$ cat src/rtl/cascade_tick_counter.sv
// -----------------------------------------------------------------------------
// cascade_tick_counter
//
// Purpose:
//   Two counters in one clock domain. The primary down-counter acts as a
//   prescaler. It reloads from the latched divide value at terminal count and
//   raises a one-cycle enable tick at that point. The secondary up-counter
//   advances on each tick. A run ends after the latched number of ticks. The
//   block then gives a one-cycle done pulse and goes back to idle.
//
//   A derived (divided) clock is never generated. The secondary counter uses
//   the tick as a clock enable, so every flop runs on clk.
//
// Optional feature (compile-time macro CASCADE_AUTORELOAD_EN):
//   When defined, DONE returns to RUN with the latched values, so runs repeat
//   until abort. When undefined, DONE always returns to IDLE, and b_count keeps
//   its final value there.
//
// Parameters:
//   WIDTH_A  width of the primary down-counter and of div_val
//   WIDTH_B  width of the secondary up-counter and of term_val
//
// Ports:
//   clk          in   system clock, rising-edge active
//   reset        in   synchronous active-high reset
//   start_valid  in   start request, accepted only while start_ready is high
//   start_ready  out  high only in IDLE
//   div_val      in   primary reload value; tick period is div_val+1 cycles
//   term_val     in   ticks per run; 0 means 2^WIDTH_B ticks
//   abort        in   cancel the run (RUN/DONE); ignored in IDLE
//   a_count      out  current primary (down) count
//   b_count      out  current secondary (up) count
//   tick         out  one-cycle enable at primary terminal count
//   busy         out  high in RUN or DONE
//   done         out  one-cycle pulse when a run completes
// -----------------------------------------------------------------------------
module cascade_tick_counter #(
  parameter int WIDTH_A = 4,
  parameter int WIDTH_B = 4
) (
  input  logic               clk,
  input  logic               reset,
  input  logic               start_valid,
  output logic               start_ready,
  input  logic [WIDTH_A-1:0] div_val,
  input  logic [WIDTH_B-1:0] term_val,
  input  logic               abort,
  output logic [WIDTH_A-1:0] a_count,
  output logic [WIDTH_B-1:0] b_count,
  output logic               tick,
  output logic               busy,
  output logic               done
);

  typedef enum logic [1:0] {
    ST_IDLE = 2'd0,
    ST_RUN  = 2'd1,
    ST_DONE = 2'd2
  } state_t;

  localparam logic [WIDTH_A-1:0] A_ZERO = {WIDTH_A{1'b0}};
  localparam logic [WIDTH_A-1:0] A_ONE  = {{(WIDTH_A-1){1'b0}}, 1'b1};
  localparam logic [WIDTH_B-1:0] B_ZERO = {WIDTH_B{1'b0}};
  localparam logic [WIDTH_B-1:0] B_ONE  = {{(WIDTH_B-1){1'b0}}, 1'b1};

  state_t             state_q, state_d;
  logic [WIDTH_A-1:0] a_q, a_d;
  logic [WIDTH_B-1:0] b_q, b_d;
  logic [WIDTH_A-1:0] div_q, div_d;
  logic [WIDTH_B-1:0] term_q, term_d;

  logic               a_at_zero_s;
  logic [WIDTH_B-1:0] b_inc_s;

  assign a_at_zero_s = (a_q == A_ZERO);
  // This wraps modulo 2^WIDTH_B. With term_q == 0, the run therefore ends
  // after 2^WIDTH_B ticks and no special case is needed.
  assign b_inc_s     = b_q + B_ONE;

  // These outputs are decoded from registered state only, so they have no
  // combinational path from the inputs.
  assign start_ready = (state_q == ST_IDLE);
  assign busy        = (state_q != ST_IDLE);
  assign done        = (state_q == ST_DONE);
  assign tick        = (state_q == ST_RUN) && a_at_zero_s;
  assign a_count     = a_q;
  assign b_count     = b_q;

  // State and counter registers; synchronous reset has highest priority.
  always_ff @(posedge clk) begin
    if (reset) begin
      state_q <= ST_IDLE;
      a_q     <= A_ZERO;
      b_q     <= B_ZERO;
      div_q   <= A_ZERO;
      term_q  <= B_ZERO;
    end else begin
      state_q <= state_d;
      a_q     <= a_d;
      b_q     <= b_d;
      div_q   <= div_d;
      term_q  <= term_d;
    end
  end

  // Next-state and counter update logic.
  always_comb begin
    state_d = state_q;
    a_d     = a_q;
    b_d     = b_q;
    div_d   = div_q;
    term_d  = term_q;

    case (state_q)
      ST_IDLE: begin
        // abort is ignored here, so start wins when both are present.
        if (start_valid) begin
          div_d   = div_val;
          term_d  = term_val;
          a_d     = div_val;
          b_d     = B_ZERO;
          state_d = ST_RUN;
        end else begin
          state_d = ST_IDLE;
        end
      end

      ST_RUN: begin
        if (abort) begin
          // abort overrides terminal detection on the final tick.
          state_d = ST_IDLE;
          a_d     = A_ZERO;
          b_d     = B_ZERO;
        end else if (!a_at_zero_s) begin
          a_d = a_q - A_ONE;
        end else begin
          a_d = div_q;
          b_d = b_inc_s;
          if (b_inc_s == term_q) begin
            state_d = ST_DONE;
          end else begin
            state_d = ST_RUN;
          end
        end
      end

      ST_DONE: begin
        if (abort) begin
          state_d = ST_IDLE;
          a_d     = A_ZERO;
          b_d     = B_ZERO;
        end else begin
`ifdef CASCADE_AUTORELOAD_EN
          state_d = ST_RUN;
          a_d     = div_q;
          b_d     = B_ZERO;
`else
          state_d = ST_IDLE;
`endif
        end
      end

      default: begin
        // Recover from any unreachable encoding.
        state_d = ST_IDLE;
        a_d     = A_ZERO;
        b_d     = B_ZERO;
      end
    endcase
  end

endmodule

$ cat config.mk
export PLATFORM = sky130hd
export DESIGN_NAME = cascade_tick_counter
export DESIGN_NICKNAME = d
export VERILOG_FILES = /design/src/rtl/cascade_tick_counter.sv
export SDC_FILE = /design/constraint.sdc
export NUM_CORES = 1
export LEC_CHECK = 0
export ABC_AREA = 1
export BUFFER_PORTS_ARGS = -buffer_cell sky130_fd_sc_hd__buf_4
export CAP_MARGIN = 20
export CORE_MARGIN = 2
export CORE_UTILIZATION = 56
export DETAILED_ROUTE_END_ITERATION = 7
export PLACE_DENSITY_LB_ADDON = 0.05
export SYNTH_ARGS = -nofsm -noshare
export SYNTH_HDL_FRONTEND = slang
export SYNTH_SLANG_ARGS = --single-unit
$ cat constraint.sdc
create_clock -name clk -period 2.4 [get_ports clk]
set_input_delay 0.12 -clock clk [delete_from_list [all_inputs] [get_ports clk]]
set_output_delay 0.12 -clock clk [all_outputs]
set_load 0.05 [all_outputs]
==> reports/metrics.sh, run 1 <==
STATUS='completed'
SETUP.WORST_PATH.END_CLASS='output pin'
POST-ROUTE-DRC-COUNT=0
CLK_PATH_BUF_DEPTH=2
FINALMAXSLEWVIOLATIONS=0
MAX-SLEW-MARGIN-REL_PCT=71.2
ANTENNA_CELLS=0
TOTAL_LEAKAGE_POWER_nW=0.575
BOUNDARYPINS=24
WORST_SLEW_PIN_SLEW_NS=0.431
ROUTE.DETAILED.VIAS_PER_INST=5.19
FIN_NETS=183
GP_ROUTABILITY_CONGESTION=0.796
DRT.ANTENNA.VIOLATING_NETS=0
DETAILEDROUTE.FIRSTITERATIONVIOLATIONS=38
DETAIL_ROUTE.FIRST_PASS.ITERATIONS=6
WIRELENGTH_MET1_UM=991
AREA_GROWTH_PCT=23.6
NUM_CTS_BUFFERS=3
FIN_CRIT_NS=1.56
SYNTHCELLS=141
CP.REQUIRED_NS=2.28
SWSHARE_PCT=35.2
DRT-WIRELENGTH-PER-CELL_UM=11.6
SEQ_AREA_FRAC_SYNTH_PCT=35.6
DIE_AREA_UM2=2160
POST-SYNTH-TOP-AREA-CELL='sky130_fd_sc_hd__dfxtp_1'
CTS_NUM_SINKS=18
WORST_HOLD_PATH.NUM_CELLS=3
CP_MAX_FO=10
YS_SEQ_ELEMENTS=18
POWER_FRAC_CLOCK_PCT=24.8
CRITPATHARRIVALTIME_NS=1.44
IO_BUFFER_COUNT=23
VIAS_IN_THE_FIRST_GLOBAL_ROUTE=857
RSZ_0062_RAISED_AFTER_GLOBAL_ROUTING='no'
POST_CTS_RESIZE_COUNT=0
WIRELENGTH_MM=2.22
REPORT.POWER.TOTAL_W=0.000764
MAX-VDD-IR-DROP_mV=0.640
TOTALNEGATIVESETUPSLACK_NS=0
HP-CLASS='input pin to flip-flop'
FINALHOLDWORSTSLACK_NS=0.0532
GRT_MAX_DEGREE=15
GRT_FIRST_PASS_WIRELENGTH_MM=3.47
SYNTHESIS.AREA_UM2=1010
GRT_REMAINING_OVERFLOW=0
CTS.CLK_SLEW.WORST_PATHS_NS=0.11
FRACTION_OF_REGISTERS_WITH_ASYNC_SET_RESET_PCT=0
PLACEMENT_ROWS=15
INITIAL_UTILIZATION_PCT=59.3
WORST_R2R_PATH_DEPTH=9
SYNTH.AREA.TOP_CELLS='sky130_fd_sc_hd__dfxtp_1 36%, sky130_fd_sc_hd__nand2_1 8.5%, sky130_fd_sc_hd__a21oi_1 8.4%'
CLOCK_LATENCY_NS=0.29
COMBPWRFRAC_PCT=30.9
SYN-NUM-NETS=156
PWR-SHARE-SEQ_PCT=44.4
POWER_REPORT.INTERNAL_TOTAL_W=0.000495
CRIT_PATH_START_KIND='flip-flop'
POST-ROUTE-PERIOD-UTIL_PCT=64.9
DIE_X_UM=46.5
YS_WARN_COUNT=0
FINAL_LAYOUT_SIZE_SUFFIX_GT1_SHARE_PCT=26.3
GRT_ANTENNA_BEFORE_REPAIR=0
SYNTH_EDF_COUNT=0
ROUTED-VIA-COUNT=996
YOSYS.CELL_TYPES.COUNT=21
SYNTHMOSTINSTANTIATEDCELL='sky130_fd_sc_hd__nand2_1'
FINAL_CORE_UTIL_PCT=73.3
WL_MET2_MM=1.09
WORST_CLOCK_SKEW_NS=0.00634
WORST-SETUP-PATH-TYPE='flip-flop to output pin'
POWER.DENSITY_nW_PER_UM2=611
TOP_LAYER='met4'
P_SWITCHING_W=0.000269
GRT_USAGE_PCT=22.5
COREAREA_UM2=1710
PLACED_CELLS_INCL_TAPS=187
SYNTH_TOP_AREA_SHARE_PCT=35.6
CTS_ROOT_BUF='sky130_fd_sc_hd__clkbuf_4'
TRITONCTS_CLOCK_TREE='yes'
DP_HPWL_MM=1.70
TIMING_HOLD_VIOLATIONS_FINAL=0
FP.DIEH_UM=46.5
MAXCAPVIOLATIONS=0
SYNTH_FF_TYPE='sky130_fd_sc_hd__dfxtp_1'
FINAL-SETUP-VIOL-COUNT=0
SYNTH_COMMON_CELLS='23 x sky130_fd_sc_hd__nand2_1, 18 x sky130_fd_sc_hd__dfxtp_1, 17 x sky130_fd_sc_hd__a21oi_1'
AVGSYNTHCELLAREA_UM2=7.18
CTSHTREEMAXLEVEL=1
LAYOUTNONFILLERINSTCOUNT=192
ROUTED_LENGTH_ON_MET3_UM=121
ACHIEVABLE-FREQUENCY_MHz=642
-- final cells by class --
| type | instances | area [um2] |
|---|---|---|
| multi-input combinational | 100 | 557 |
| fill | 137 | 457 |
| sequential | 18 | 360 |
| timing repair buffer | 24 | 183 |
| inverter | 21 | 83.8 |
| clock buffer | 4 | 36.3 |
| tap | 25 | 31.3 |
-- cells in the final DEF, fill, tap and decap left out --
| cell type | instances |
|---|---|
| sky130_fd_sc_hd__nand2_1 | 23 |
| sky130_fd_sc_hd__buf_4 | 23 |
| sky130_fd_sc_hd__dfxtp_1 | 18 |
| sky130_fd_sc_hd__a21oi_1 | 17 |
| sky130_fd_sc_hd__nor2_1 | 16 |
| sky130_fd_sc_hd__inv_1 | 12 |
| sky130_fd_sc_hd__nand3_1 | 11 |
| sky130_fd_sc_hd__o21ai_1 | 9 |
| sky130_fd_sc_hd__inv_2 | 7 |
| sky130_fd_sc_hd__o21ai_0 | 5 |
| sky130_fd_sc_hd__nand2_2 | 3 |
| sky130_fd_sc_hd__o211ai_1 | 3 |
| sky130_fd_sc_hd__nand4_1 | 3 |
| sky130_fd_sc_hd__ha_1 | 3 |
| sky130_fd_sc_hd__clkbuf_4 | 3 |
| sky130_fd_sc_hd__nor2_8 | 2 |
| sky130_fd_sc_hd__inv_4 | 2 |
| sky130_fd_sc_hd__xnor2_1 | 2 |
| sky130_fd_sc_hd__nand3_4 | 1 |
| sky130_fd_sc_hd__o21ai_4 | 1 |
| sky130_fd_sc_hd__nor2_4 | 1 |
| sky130_fd_sc_hd__clkbuf_8 | 1 |
| sky130_fd_sc_hd__dlygate4sd3_1 | 1 |
-- state kept, by name, summed over array words and instances, names as in the netlist --
register  cells
a_count       4
b_count       4
div_q         4
term_q        4
state_q       2
-- final timing paths --
path	from	end	slack (ns)
max	a_count[0]	tick	0.84
max reg2reg	a_count[0]	b_count[3]	0.91
min reg2reg	term_q[3]	term_q[3]	0.47
min	term_val[1]	term_q[1]	0.05
-- critical path: stages, from the launching register on --
cell,delay (ns)
sky130_fd_sc_hd__dfxtp_1,0.36
sky130_fd_sc_hd__inv_1,0.13
sky130_fd_sc_hd__ha_1,0.21
sky130_fd_sc_hd__nand3_4,0.14
sky130_fd_sc_hd__nor2_1,0.11
sky130_fd_sc_hd__buf_4,0.20
-- per-stage QoR --
stage	setup WS (ns)	cell area, um2
finish	0.842	1250
global route	0.725	1250
CTS	0.841	1240
detailed placement	0.932	1200
global placement	0.950	1200
floorplan	0.627	1010
-- timing repair --
| action | 4_1_cts | 5_1_grt |
|---|---|---|
| setup buffers | 0 | 0 |
| endpoints found under the setup margin | 0 | 0 |
| hold buffers | 0 | 1 |
| hold endpoints to repair | 0 | 1 |
-- routing by layer --
metal,global-route usage [%],vias up
met3,5.49,2
met2,34.4,27
li1,-,514
met5,0,-
met4,9.71,0
met1,29.6,453
-- cell families after synthesis --
logic type	after synthesis	synth area share [%]
and+or+nand+nor	60	30.4
AOI/OAI and AO/OA	35	19.2
buffers and inverters	23	9.39
DFF	18	35.6
adders and majority gates	3	3.71
xor gates and xnor gates	2	1.73
-- power by group through the flow --
stage	Combinational (W)	Clock [W]	Sequential (W)
CTS	0.000235	0.000190	0.000339
detailed placement	0.000235	0	0.000346
finish	0.000236	0.000189	0.000339
global placement	0.000230	0	0.000344
floorplan	0.000146	0	0.000371
global route	0.000259	0.000200	0.000342
Note: power is estimated with default switching activity, not from simulation.
==> run 2: changes to the inputs <==
- CORE_ASPECT_RATIO: not set -> 1.5
- CORE_UTILIZATION: 56 -> 47
- clock period: 2.4 -> 1.3 ns (I/O delays scaled with it)
==> reports/metrics.sh, run 2 (synthesized netlist as in run 1, its figures left out) <==
STATUS='finished with violations'
FAILED_CHECKS='negative setup slack'
SEQ_AREA_UM2=380  # +5.6%
CRITPATHARRIVALTIME_NS=1.57  # +0.13 ns
POWER_FRAC_CLOCK_PCT=22.4  # -2.4 points
ANTENNA_CELLS=0  # unchanged
NUM_CTS_BUFFERS=3  # unchanged
DIE_X_UM=41.9  # -9.9%
CLOCK_LATENCY_NS=0.30  # about the same
DETAILEDROUTE.FIRSTITERATIONVIOLATIONS=17  # -55%
TIMING.RR.START='a_count[0]'
FINAL-SETUP-VIOL-COUNT=5  # +5
TIMING_HOLD_VIOLATIONS_FINAL=0  # unchanged
RSZ_0062_RAISED_AFTER_GLOBAL_ROUTING='yes'
CP.REQUIRED_NS=1.50  # -0.78 ns
CRIT_PATH_START_KIND='flip-flop'
FINALMAXSLEWVIOLATIONS=0  # unchanged
CRITICAL_PATH.CELL_CHAIN='inv_4 > ha_4 > nand3_4 > buf_6 > inv_6 > nor2_8 > nor2_4 > inv_4 > o21ai_2 > nor2_1'
ACHIEVABLE-FREQUENCY_MHz=734
CTS_ROOT_BUF='sky130_fd_sc_hd__clkbuf_4'
COREAREA_UM2=2030  # +19%
SWSHARE_PCT=35.9  # +0.66 points
WORST-SETUP-PATH-TYPE='flip-flop to flip-flop'
COMBPWRFRAC_PCT=38.1  # +7.2 points
DIE_AREA_UM2=2550  # +18%
CTSHTREEMAXLEVEL=1  # unchanged
MULTIINPUTGATEAREA_UM2=637  # +14%
FINAL_COMMON_CELL='sky130_fd_sc_hd__buf_4'
MAXCAPVIOLATIONS=0  # unchanged
REG2REG_TO='b_count[0]'
GRT_ANTENNA_BEFORE_REPAIR=0  # unchanged
DP_HPWL_MM=1.97  # +16%
WORST_CLOCK_SKEW_NS=0.00660  # +0.000261 ns
POST-ROUTE-PERIOD-UTIL_PCT=105
FIN_AREA_UM2=1490  # +19%
FIN_NETS=196  # +7.1%
WORST_SLEW_PIN_SLEW_NS=0.435  # +0.00404 ns
DETAILED_PLACE.AREA_UM2=1300  # +8.1%
IO_BUFFER_COUNT=23  # unchanged
PLACEMENT_ROWS=20  # +5
DRT.ANTENNA.VIOLATING_NETS=0  # unchanged
CP_MAX_FO=5  # -5
POWER_REPORT.INTERNAL_TOTAL_W=0.00102  # +110%
WORST_R2R_PATH_DEPTH=10  # +1
ROUTED-VIA-COUNT=1081  # +8.5%
FINALWORSTSETUPSLACK_NS=-0.0623  # -0.904 ns
GP_ROUTABILITY_CONGESTION=0.770  # -3.3%
TOTALNEGATIVESETUPSLACK_NS=-0.257  # -0.257 ns
TIMING.CRITICAL_PATH.MODE_CELL='sky130_fd_sc_hd__inv_4'
WORST_HOLD_PATH.NUM_CELLS=3  # unchanged
MOST-COMMON-LAYOUT-CELLS='31 x sky130_fd_sc_hd__buf_4, 22 x sky130_fd_sc_hd__nand2_1, 14 x sky130_fd_sc_hd__a21oi_1, 14 x sky130_fd_sc_hd__nor2_1'
FINAL_LAYOUT_SIZE_SUFFIX_GT1_SHARE_PCT=44.4  # +18 points
GLOBALROUTE.BUSIESTLAYER='met2'
MAX-VDD-IR-DROP_mV=0.690  # +7.7%
SETUP.WORST_PATH.END_CLASS='flip-flop'
CRITICAL_PATH.MAX_STAGE_DELAY_NS=0.37  # about the same
MET1_TRACK_DEMAND_OVER_RESOURCE_PCT=20.7  # -9.0 points
PWR-SHARE-SEQ_PCT=39.5  # -4.9 points
CLK_PATH_BUF_DEPTH=2  # unchanged
POWER.DENSITY_nW_PER_UM2=1070  # +75%
TRITONCTS_CLOCK_TREE='yes'
USE_MET3_PCT=1.79  # -3.7 points
GRT_FIRST_PASS_WIRELENGTH_MM=4.22  # +22%
HP-CLASS='input pin to flip-flop'
AREA_GROWTH_PCT=46.8
INITIAL_UTILIZATION_PCT=49.9  # -9.3 points
MET2_USAGE_PCT=46.4  # +12 points
HOLD_PATH.STARTPOINT='term_val[1]'
WORST_HOLD_PATH.ENDPOINT='term_q[1]'
POST-ROUTE-DRC-COUNT=0  # unchanged
GRT_REMAINING_OVERFLOW=0  # unchanged
BOUNDARYPINS=24  # unchanged
GRT_MAX_DEGREE=15  # unchanged
FF2FF_SETUP_SLACK_NS=-0.06  # -0.97 ns
DRT-WIRELENGTH-PER-CELL_UM=13.5  # +17%
CTS.CLK_SLEW.WORST_PATHS_NS=0.11  # about the same
ROUTE.DETAILED.VIAS_PER_INST=5.35  # +3.2%
TOTAL_LEAKAGE_POWER_nW=0.654  # +14%
WIRELENGTH_MM=2.74  # +23%
N_FILL_CELL=174  # +27%
VIAS_IN_THE_FIRST_GLOBAL_ROUTE=1016  # +19%
P_SWITCHING_W=0.000569  # +110%
FP.DIEH_UM=60.8  # +31%
FIN_CRIT_NS=1.36
FINALHOLDWORSTSLACK_NS=0.00244  # -0.0507 ns
CTS_NUM_SINKS=18  # unchanged
DETAIL_ROUTE.FIRST_PASS.ITERATIONS=4  # -2
MAX-SLEW-MARGIN-REL_PCT=71.0  # -0.23 points
CP_SLOWEST_CELL='sky130_fd_sc_hd__dfxtp_4'
GRT_USAGE_PCT=22.4  # -0.13 points
-- run 2: changes by cell type in the layout (fill, tap and decap cells not counted), sizes merged --
cell	previous run	this run
buf	23	36
-- run 2: power by group through the flow --
stage	clock (W)	combinational [W]	sequential, W
floorplan	0	0.000287	0.000689
global placement	0	0.000479	0.000639
detailed placement	0	0.000494	0.000639
CTS	0.000363	0.000549	0.000625
global route	0.000376	0.000651	0.000634
finish	0.000355	0.000604	0.000627
-- run 2: worst max-delay path by stage --
stage,end,depth (start not counted),from
after floorplan,b_count[0],9,a_count[1]
after global placement,state_q[0],7,b_count[0]
after detailed placement,state_q[0],7,b_count[0]
after CTS,tick,6,a_count[1]
after global routing,b_count[0],10,a_count[0]
final,b_count[0],10,a_count[0]
-- run 2: worst max-delay path: cells and delay by family, from the launching register on --
kind                     cells  cell delay [ns]
AO/OA/AOI/OAI                1             0.11
flip-flops                   1             0.37
AND/OR/NAND/NOR              4             0.36
adder cells (fa/ha/maj)      1             0.14
buffers and inverters        4             0.31
-- run 2: final cells by class --
cell class              instances  area share (%)
multi-input cells             100            42.8
flip-flops and latches         18            25.6
repair buffers                 37            20.6
inverters                      21            6.65
clock buffers                   4            2.44
well taps                      22            1.85
-- run 2: per-layer routing --
layer  vias up  wire length, um  share of wire, %
met3         6               75               2.7
met4         0               43               1.6
li1        544                -                 -
met1       506             1020                37
met2        25             1600                58
met5         -                0                 0
-- run 2: per-stage QoR --
step	setup WS (ns)	util (%)	total power (W)	std cells
floorplan	-0.00870	-	0.000976	141
global placement	0.0646	64.3	0.00112	190
detailed placement	0.0303	64.3	0.00113	190
CTS	-0.0726	69.5	0.00154	201
global route	-0.132	73.3	0.00166	202
finish	-0.0623	73.3	0.00159	202
-- run 2: what timing repair did --
item	4_1_cts	5_1_grt
endpoints found under the setup margin	1	17
pin swaps	2	7
buffers inserted	6	1
hold endpoints to repair	4	0
hold buffers	1	0
resized for setup	4	18
